[src/rtl/mem_access_ctrl_if.sv]
// Bundle between the CPU MEM stage, the access controller and the byte-wide data memory.
// The controller uses the slave view; the surrounding environment uses the master view.
interface mem_access_ctrl_if;
    logic        req_valid_i;
    logic        req_ready_o;
    logic        req_write_i;
    logic [1:0]  req_size_i;
    logic        req_signed_i;
    logic [31:0] req_addr_i;
    logic [31:0] req_wdata_i;
    logic        resp_valid_o;
    logic [31:0] resp_rdata_o;
    logic        resp_err_o;
    logic        busy_o;
    logic        memread_o;
    logic        memwrite_o;
    logic [31:0] memaddr_o;
    logic [7:0]  writedata_o;
    logic [7:0]  memdata_i;

    modport slave (
        input  req_valid_i, req_write_i, req_size_i, req_signed_i,
               req_addr_i, req_wdata_i, memdata_i,
        output req_ready_o, resp_valid_o, resp_rdata_o, resp_err_o,
               busy_o, memread_o, memwrite_o, memaddr_o, writedata_o
    );

    modport master (
        output req_valid_i, req_write_i, req_size_i, req_signed_i,
               req_addr_i, req_wdata_i, memdata_i,
        input  req_ready_o, resp_valid_o, resp_rdata_o, resp_err_o,
               busy_o, memread_o, memwrite_o, memaddr_o, writedata_o
    );
endinterface

[src/rtl/mem_access_ctrl.sv]
// Load/store sequencer: splits one CPU access into little-endian byte beats toward
// the data memory and returns an extended load result or an error completion.
module mem_access_ctrl #(
    parameter int MEM_BYTES = 32
) (
    input  logic             clk_i,
    input  logic             rst_i,
    mem_access_ctrl_if.slave bus
);

    typedef enum logic [1:0] {
        IDLE,
        ACCESS,
        DONE
    } state_t;

    state_t      state;
    state_t      state_next;

    logic        cap_write;
    logic [1:0]  cap_size;
    logic        cap_signed;
    logic [31:0] cap_addr;
    logic [31:0] cap_wdata;
    logic        err_flag;
    logic [1:0]  beat;
    logic [31:0] rd_buf;
    logic [31:0] rdata_q;

    logic [1:0]  req_last_beat;
    logic [1:0]  cap_last_beat;
    logic [32:0] req_end;
    logic        req_err;
    logic [31:0] rdata_final;

    // Index of the final beat: 0 for byte, 1 for half, 3 for word.
    function automatic logic [1:0] last_beat_of(input logic [1:0] size);
        case (size)
            2'b00:   return 2'd0;
            2'b01:   return 2'd1;
            default: return 2'd3;
        endcase
    endfunction

    assign req_last_beat = last_beat_of(bus.req_size_i);
    assign cap_last_beat = last_beat_of(cap_size);

    // 33-bit end address so a wrap past 2^32 is caught as out of range.
    assign req_end = {1'b0, bus.req_addr_i} + {31'b0, req_last_beat};

    always_comb begin
        req_err = 1'b0;
        if (bus.req_size_i == 2'b11) begin
            req_err = 1'b1;
        end else if (bus.req_size_i == 2'b01 && bus.req_addr_i[0]) begin
            req_err = 1'b1;
        end else if (bus.req_size_i == 2'b10 && bus.req_addr_i[1:0] != 2'b00) begin
            req_err = 1'b1;
        end else if (req_end >= 33'(MEM_BYTES)) begin
            req_err = 1'b1;
        end
    end

    always_comb begin
        rdata_final = 32'h0;
        if (!cap_write && !err_flag) begin
            case (cap_size)
                2'b00:   rdata_final = cap_signed ? {{24{rd_buf[7]}}, rd_buf[7:0]}
                                                  : {24'h0, rd_buf[7:0]};
                2'b01:   rdata_final = cap_signed ? {{16{rd_buf[15]}}, rd_buf[15:0]}
                                                  : {16'h0, rd_buf[15:0]};
                default: rdata_final = rd_buf;
            endcase
        end
    end

    always_ff @(posedge clk_i) begin
        if (rst_i) begin
            state <= IDLE;
        end else begin
            state <= state_next;
        end
    end

    always_comb begin
        state_next        = state;
        bus.req_ready_o   = 1'b0;
        bus.busy_o        = 1'b0;
        bus.resp_valid_o  = 1'b0;
        bus.resp_err_o    = 1'b0;
        bus.resp_rdata_o  = rdata_q;
        bus.memread_o     = 1'b0;
        bus.memwrite_o    = 1'b0;
        bus.memaddr_o     = 32'h0;
        bus.writedata_o   = 8'h0;
        unique case (state)
            IDLE: begin
                bus.req_ready_o = 1'b1;
                if (bus.req_valid_i) begin
                    state_next = req_err ? DONE : ACCESS;
                end
            end
            ACCESS: begin
                bus.busy_o    = 1'b1;
                bus.memaddr_o = cap_addr + {30'b0, beat};
                if (cap_write) begin
                    bus.memwrite_o  = 1'b1;
                    bus.writedata_o = cap_wdata[{beat, 3'b000} +: 8];
                end else begin
                    bus.memread_o = 1'b1;
                end
                if (beat == cap_last_beat) begin
                    state_next = DONE;
                end
            end
            DONE: begin
                bus.busy_o       = 1'b1;
                bus.resp_valid_o = 1'b1;
                bus.resp_err_o   = err_flag;
                bus.resp_rdata_o = rdata_final;
                state_next       = IDLE;
            end
            default: begin
                state_next = IDLE;
            end
        endcase
    end

    // Request capture, beat counting and load assembly; the response is held after DONE.
    always_ff @(posedge clk_i) begin
        if (rst_i) begin
            cap_write  <= 1'b0;
            cap_size   <= 2'b00;
            cap_signed <= 1'b0;
            cap_addr   <= 32'h0;
            cap_wdata  <= 32'h0;
            err_flag   <= 1'b0;
            beat       <= 2'd0;
            rd_buf     <= 32'h0;
            rdata_q    <= 32'h0;
        end else begin
            unique case (state)
                IDLE: begin
                    if (bus.req_valid_i) begin
                        cap_write  <= bus.req_write_i;
                        cap_size   <= bus.req_size_i;
                        cap_signed <= bus.req_signed_i;
                        cap_addr   <= bus.req_addr_i;
                        cap_wdata  <= bus.req_wdata_i;
                        err_flag   <= req_err;
                        beat       <= 2'd0;
                        rd_buf     <= 32'h0;
                    end
                end
                ACCESS: begin
                    if (!cap_write) begin
                        rd_buf[{beat, 3'b000} +: 8] <= bus.memdata_i;
                    end
                    beat <= beat + 2'd1;
                end
                DONE: begin
                    rdata_q <= rdata_final;
                end
                default: begin
                end
            endcase
        end
    end

endmodule

[src/flat_wrapper.sv]
// flat-port wrapper written by rule: the top's interface ports become plain ports
module mem_access_ctrl_flat 
#(
    parameter int MEM_BYTES = 32
)
  (clk_i, rst_i, bus_req_valid_i, bus_req_write_i, bus_req_size_i, bus_req_signed_i, bus_req_addr_i, bus_req_wdata_i, bus_memdata_i, bus_req_ready_o, bus_resp_valid_o, bus_resp_rdata_o, bus_resp_err_o, bus_busy_o, bus_memread_o, bus_memwrite_o, bus_memaddr_o, bus_writedata_o);
  mem_access_ctrl_if bus_i ();
  input  logic clk_i;
  input  logic rst_i;
  input wire logic [$bits(bus_i.req_valid_i)-1:0] bus_req_valid_i;
  input wire logic [$bits(bus_i.req_write_i)-1:0] bus_req_write_i;
  input wire logic [$bits(bus_i.req_size_i)-1:0] bus_req_size_i;
  input wire logic [$bits(bus_i.req_signed_i)-1:0] bus_req_signed_i;
  input wire logic [$bits(bus_i.req_addr_i)-1:0] bus_req_addr_i;
  input wire logic [$bits(bus_i.req_wdata_i)-1:0] bus_req_wdata_i;
  input wire logic [$bits(bus_i.memdata_i)-1:0] bus_memdata_i;
  output wire logic [$bits(bus_i.req_ready_o)-1:0] bus_req_ready_o;
  output wire logic [$bits(bus_i.resp_valid_o)-1:0] bus_resp_valid_o;
  output wire logic [$bits(bus_i.resp_rdata_o)-1:0] bus_resp_rdata_o;
  output wire logic [$bits(bus_i.resp_err_o)-1:0] bus_resp_err_o;
  output wire logic [$bits(bus_i.busy_o)-1:0] bus_busy_o;
  output wire logic [$bits(bus_i.memread_o)-1:0] bus_memread_o;
  output wire logic [$bits(bus_i.memwrite_o)-1:0] bus_memwrite_o;
  output wire logic [$bits(bus_i.memaddr_o)-1:0] bus_memaddr_o;
  output wire logic [$bits(bus_i.writedata_o)-1:0] bus_writedata_o;
  assign bus_i.req_valid_i = bus_req_valid_i;
  assign bus_i.req_write_i = bus_req_write_i;
  assign bus_i.req_size_i = bus_req_size_i;
  assign bus_i.req_signed_i = bus_req_signed_i;
  assign bus_i.req_addr_i = bus_req_addr_i;
  assign bus_i.req_wdata_i = bus_req_wdata_i;
  assign bus_i.memdata_i = bus_memdata_i;
  assign bus_req_ready_o = bus_i.req_ready_o;
  assign bus_resp_valid_o = bus_i.resp_valid_o;
  assign bus_resp_rdata_o = bus_i.resp_rdata_o;
  assign bus_resp_err_o = bus_i.resp_err_o;
  assign bus_busy_o = bus_i.busy_o;
  assign bus_memread_o = bus_i.memread_o;
  assign bus_memwrite_o = bus_i.memwrite_o;
  assign bus_memaddr_o = bus_i.memaddr_o;
  assign bus_writedata_o = bus_i.writedata_o;
  mem_access_ctrl #(.MEM_BYTES(MEM_BYTES)) u_core (.clk_i(clk_i), .rst_i(rst_i), .bus(bus_i));
endmodule
[config.mk]
export PLATFORM = sky130hd
export DESIGN_NAME = mem_access_ctrl_flat
export DESIGN_NICKNAME = d
export VERILOG_FILES = /design/src/rtl/mem_access_ctrl_if.sv /design/src/rtl/mem_access_ctrl.sv /design/src/flat_wrapper.sv
export SDC_FILE = /design/constraint.sdc
export NUM_CORES = 1
export LEC_CHECK = 0
export CORE_MARGIN = 5
export CORE_UTILIZATION = 44
export DETAILED_ROUTE_END_ITERATION = 10
export PLACE_DENSITY = 0.8
export SLEW_MARGIN = 20
export SYNTH_ARGS = -nofsm -noshare
export SYNTH_HDL_FRONTEND = slang
export SYNTH_SLANG_ARGS = --single-unit
[constraint.sdc]
create_clock -name clk_i -period 2.4 [get_ports clk_i]
set_input_delay 0.24 -clock clk_i [delete_from_list [all_inputs] [get_ports clk_i]]
set_output_delay 0.24 -clock clk_i [all_outputs]
set_load 0.05 [all_outputs]
## Word-level counts from Yosys, hierarchy flattened

Cells that the tools add are included.

- Flip-flop bits (word level): 137
- Bits of input ports: 79
- Word-level logic and storage cells: 75

- $add $sub $neg: 4
- $lt $le $gt $ge: 1
- Equal/unequal tests: 10
- Shift-type cells: 3
- Muxes and demuxes: 32
- Reductions and logical operators: 15

Operator list:

| operator | count |
|---|---|
| 2-to-1 mux 32 bit | 7 |
| one-hot mux 32 bit (2 select lines) | 2 |
| adder 32 x 2 -> 33 bit | 1 |
| greater-or-equal comparator 33 x 6 -> 1 bit, second input constant | 1 |
| adder 32 x 2 -> 32 bit | 1 |
| bitwise mux 32 bit | 1 |
| variable shift 8 x 7 -> 32 bit, first input constant | 1 |
| variable part select 32 x 6 -> 8 bit | 1 |
| variable part select 8 x 7 -> 32 bit | 1 |
| 2-to-1 mux 8 bit | 2 |
| one-hot mux 2 bit (2 select lines) | 4 |
| 2-to-1 mux 1 bit | 12 |
| 2-to-1 mux 2 bit | 4 |
| negation 5 -> 7 bit | 1 |
| == test 2 x 1 -> 1 bit, second input constant | 3 |
| == test 2 bit, second input constant | 3 |
| logical NOT 2 bit | 3 |
| AND reduction 2 bit | 3 |
| != test 2 bit, second input constant | 2 |
| nonzero test 2 bit | 2 |
| logical AND 1 bit | 3 |
| AND reduction 3 bit | 1 |
| adder 2 x 1 -> 2 bit, second input constant | 1 |
| == test 2 bit | 1 |
| other kinds (3) | 4 |

## Depth between registers and ports, before layout

- Depth in word-level cells: 11
- Mapped depth: 10

## Worst setup path before layout

Ideal clock, no wire load.

- Kind: register -> register
- Start point: register u_core.state[0]
- End point: register u_core.rdata_q[21]
- Library setup time: 0.068 ns
- Arrival time: 3.094 ns
- Data required time: 2.332 ns
- Slack: -0.762 ns
- Stages on the path, launching flop included: 8
- Path buffers: 1
- Path through: dfxtp_1 > inv_1 > ha_1 > nor3b_1 > o21ai_1 > clkbuf_1 > o22ai_1 > nor2b_1

- Cells in the longest elaborated chain, start to end: 2

Ends and longest elaborated chain:

| item | RTL line | source |
|---|---|---|
| start: declaration | mem_access_ctrl.sv:17 | `state_t state;` |
| start signal: assignment | mem_access_ctrl.sv:81 | `state <= state_next;` |
| == test 2 bit | n/a |  |
| 2-to-1 mux 32 bit | n/a |  |
| net bus_resp_rdata_o[21] | flat_wrapper.sv:19 | `output wire logic [$bits(bus_i.resp_rdata_o)-1:0] bus_resp_rdata_o;` |
| end signal: assignment | mem_access_ctrl.sv:162 | `rdata_q <= rdata_final;` |
| end: declaration | mem_access_ctrl.sv:28 | `logic [31:0] rdata_q;` |

The timed path passes the listed nets, and every way through them passes these cells.
A chain may end at the register's enable or synchronous reset.

## Final worst setup path

- Start point: register u_core.cap_addr[11]
- End point: output bus_memaddr_o[26]

- Cells in the longest elaborated chain, start to end: 2

Ends and longest elaborated chain:

| item | RTL line | source |
|---|---|---|
| start: declaration | mem_access_ctrl.sv:23 | `logic [31:0] cap_addr;` |
| start signal: assignment | mem_access_ctrl.sv:148 | `cap_addr <= bus.req_addr_i;` |
| adder 32 x 2 -> 32 bit | mem_access_ctrl.sv:105 | `bus.memaddr_o = cap_addr + {30'b0, beat};` |
| 2-to-1 mux 32 bit | mem_access_ctrl.sv:96 | `unique case (state)` |
| end: declaration | flat_wrapper.sv:24 | `output wire logic [$bits(bus_i.memaddr_o)-1:0] bus_memaddr_o;` |

Every way passes these cells.

==> metrics.cfg <==
[timing]
timing.setup.tns_ns = -3.14
worst_slack_ns = -0.313
worstMarginPinSlew_ns = 0.894
whs_ns = 0.355
setup_viol = 23
finClkSkew_ns = 0.00931
fin_crit_ns = 2.71
hold_viol_final = 0
fmax_mhz = 369
rsz0062_at_grt = true
final_max_slew_viol_count = 0
maxSlewHeadroom_pct = 40.4
fin_crit_sh_pct = 113

[clock_tree]
path_clk_slew_ns = 0.06
cts_htree_levels = 4
cts_made_buffers = 17
cts.sinks = 137
clk-insertion-delay-late_ns = 0.43
cts_buffer_depth = 2
clock-root-buffer = clkbuf_16
postCtsHoldBufs = 0
cts_tree = done

[worst_setup_path]
cp-end-kind = output port
r2r-end = u_core.rd_buf[23]
r2r_cells = 9
cp.required_ns = 2.16
worst-path-buf-inv = 2
cp_top_family = simple AND/OR/NAND/NOR gates
worstPathMaxFanout = 6
r2r_start = u_core.state[0]
startpoint_type = flop
timing.reg2reg.setup_slack_ns = 0.27
cp.arrival_ns = 2.47
slowest_delay_ns = 0.38
cp.depth = 8
path_class = flop to output port
critPathSlowestCell = dfxtp_1
endpoint = bus_memaddr_o[26]
worstPathCellList = and4_4 -> nand3_4 -> nor4_4 -> buf_4 -> nand4_1 -> xor2_2 -> nor2_4 -> buf_12
crit_start = u_core.cap_addr[11]

[route]
wl_per_cell_um = 16.4
drt-total-wl_um = 22900
ant_nets = 0
viasPerCell = 5.40
drt-pass1-iter-count = 8
vias = 7561
first_iter_violations = 509
drc = 0

[synthesis]
synth_flop_cell = dfxtp_1
synthesis.nets = 1040
async_reset_ff_share_pct = 0
synth_mux_area_share_pct = 2.65
synthSimpleGateAreaFrac_pct = 30.9
synth_top_family_by_area = simple AND/OR/NAND/NOR gates
synth_compound_area_share_pct = 15.8
synth_top_cell_by_area = dfxtp_1
yosys.cell_types.count = 58
yosysWarnings = 0
synth-seq-cells = 137
synth_cells = 948
syn-cell-area_um2 = 7180
synth_xor_area_share_pct = 4.63
synth_area_leaders = dfxtp_1 (38%), nand2_1 (11%), a21oi_1 (7.2%), nor2b_1 (4.4%), nand3_1 (3.2%)
synth_top_area_share_pct = 38.2
synth_edf_count = 0
syn_avg_cell_area_um2 = 7.58
synth_fa_ha_area_share_pct = 2.47
yosysSeqAreaShare_pct = 38.2

[final_layout]
n_antenna_cell = 0
fillers = 1146
postLayoutCellArea_um2 = 11400
areaGrowthSynthToFinish_pct = 59.1
seq_area_um2 = 2760
layout-drive-gt1-share_pct = 25.1
multi_input_area_um2 = 4540
stdcell_count = 1400
nets = 1263

[grt]
gr-total-overflow = 0
grt_pass1_vias = 7597
grt_pass1_wl_um = 36900
gr-usage-all-layers_pct = 24.6
grt_max_degree = 81
antenna_found_initial = 0

[power_and_ir_drop]
ir_drop_mv = 0.514
power_frac_clock_pct = 45.2
p_total_mw = 6.14
sequentialPowerShare_pct = 39.6
leakage_nw = 4.26
p_switching_mw = 1.62
internal_power_mw = 4.52
p_sw_share_pct = 26.3
comb_power_share_pct = 15.2
power_density_nw_per_um2 = 537

[place]
dp.cells = 1356
dpl_cell_area_um2 = 10500
port_buffers = 156
place_hpwl_um = 16300
globalplace.congestion = 0.899

[floorplanning]
io_pins = 157
die_x_um = 138
core_um2 = 15900
dieArea_um2 = 19000
start_util_pct = 45.1
dieHeight_um = 138
rows = 46

[outcome]
outcome = complete, but fails checks
violations = setup timing

[hold_path]
hp-class = primary input to flop

[run]
cap_violations = 0

[power groups by stage]
stage                     Clock [mW]  Sequential [mW]  Combinational, mW
after floorplan                    0             2.45              0.480
after global placement             0             2.47              0.899
after detailed placement           0             2.47              0.911
after CTS                       2.80             2.43              0.921
after global routing            2.92             2.44               1.00
final                           2.78             2.43              0.930
[cell families (layout without fill, tap and decap cells)]
kind of cell,count (synthesis),count (layout)
DFF,137,137
muxes,9,9
and+or+nand+nor,456,456
buffers and inverters,101,337
AOI/OAI and AO/OA,194,194
xor gates and xnor gates,38,38
adders and majority gates,13,13
[through the flow]
step / worst slack [ns] / util (%)
after floorplan: -0.00454 / -
final: -0.313 / 71.7
after global routing: -0.375 / 71.7
after detailed placement: -0.592 / 65.7
after global placement: -0.567 / 65.7
after CTS: -0.223 / 71.3
[worst register-to-register path: stages (launching register included)]
cell,delay (ns)
dfxtp_1,0.37
inv_1,0.08
ha_1,0.27
nand2b_1,0.17
o21ai_0,0.19
or2_2,0.36
nor3_1,0.19
buf_4,0.20
a22oi_1,0.10
nor2_1,0.14
[layout by cell type (no fill, tap or decap), types with 8 or more instances in the layout]
cell type / synthesis / layout
nand3_1: 46 / 43
nor3_1: 13 / 11
buf_12: 0 / 73
nand2_1: 212 / 208
xnor2_1: 19 / 18
clkbuf_16: 0 / 17
nor4_1: 12 / 10
buf_4: 0 / 98
o22ai_4: 0 / 11
nand4_1: 16 / 16
clkdlybuf4s50_1: 0 / 75
xor2_1: 19 / 15
a21oi_1: 103 / 102
nor2b_1: 50 / 50
mux4_2: 8 / 8
a22oi_1: 8 / 8
o21ai_0: 29 / 26
nor2_1: 49 / 37
inv_1: 48 / 47
and2_1: 21 / 16
dfxtp_1: 137 / 131
[synthesized netlist by cell type (2+ instances only)]
library cell,count
or3_1,5
o31a_1,2
a21oi_1,103
xnor2_1,19
nor3b_1,2
or4_4,2
o2bb2a_1,2
nor2b_1,50
a22oi_1,8
o21ai_1,5
ha_1,11
nor4b_1,2
a211o_1,2
a211oi_1,4
and3_1,2
xor2_1,19
nand3_1,46
a311o_1,2
buf_2,5
nand3b_1,2
o21a_1,3
nor3_1,13
buf_1,9
mux4_2,8
o211ai_1,3
inv_1,48
nor4_1,12
nand2b_1,2
or4_1,4
or2_2,3
fa_1,2
dfxtp_1,137
and2_1,21
clkbuf_1,39
nand4_1,16
nor2_1,49
nand2_1,212
o22ai_1,18
a21o_1,2
o21ai_0,29
nand4_4,2
and4_1,7
[cell type report]
class | instances | area share [%]
Clock buffer | 18 | 3.75
Inverter | 48 | 1.58
Multi-Input combinational cell | 710 | 39.7
Clock inverter | 14 | 1.71
Tap cell | 216 | 2.36
Timing Repair Buffer | 257 | 26.8
Sequential cell | 137 | 24.1
[worst min path at each step]
stage / from / endpoint / depth (start not counted)
finish: bus_req_size_i[0] / u_core.cap_size[0] / 4
global route: bus_req_wdata_i[22] / u_core.cap_wdata[22] / 3
CTS: bus_req_size_i[0] / u_core.cap_size[0] / 4
detailed placement: u_core.rd_buf[3] / u_core.rd_buf[3] / 2
global placement: u_core.rd_buf[11] / u_core.rd_buf[11] / 2
floorplan: bus_req_wdata_i[0] / u_core.cap_wdata[0] / 2
[metal layers]
metal | track usage, % | vias to the layer above | routed length, µm
li1 | - | 3679 | -
met1 | 29.6 | 3570 | 9410
met2 | 42.3 | 265 | 11400
met3 | 6.06 | 47 | 1510
met4 | 9.22 | 0 | 592
met5 | 0 | - | 0
[state kept, by name, summed over array words and instances (netlist names), 2 cells and up]
| signal | count |
|---|---|
| u_core.rd_buf | 32 |
| u_core.beat | 2 |
| u_core.cap_size | 2 |
| u_core.state | 2 |
| u_core.cap_addr | 32 |
| u_core.cap_wdata | 32 |
| u_core.rdata_q | 32 |
[repair_timing]
item,in CTS,in global routing
pin swaps,20,10
setup buffers,10,2
endpoints found under the hold margin,0,0
endpoints found under the setup margin,26,36
gates resized for setup,45,13
Note: power is estimated with default switching activity, not from simulation.
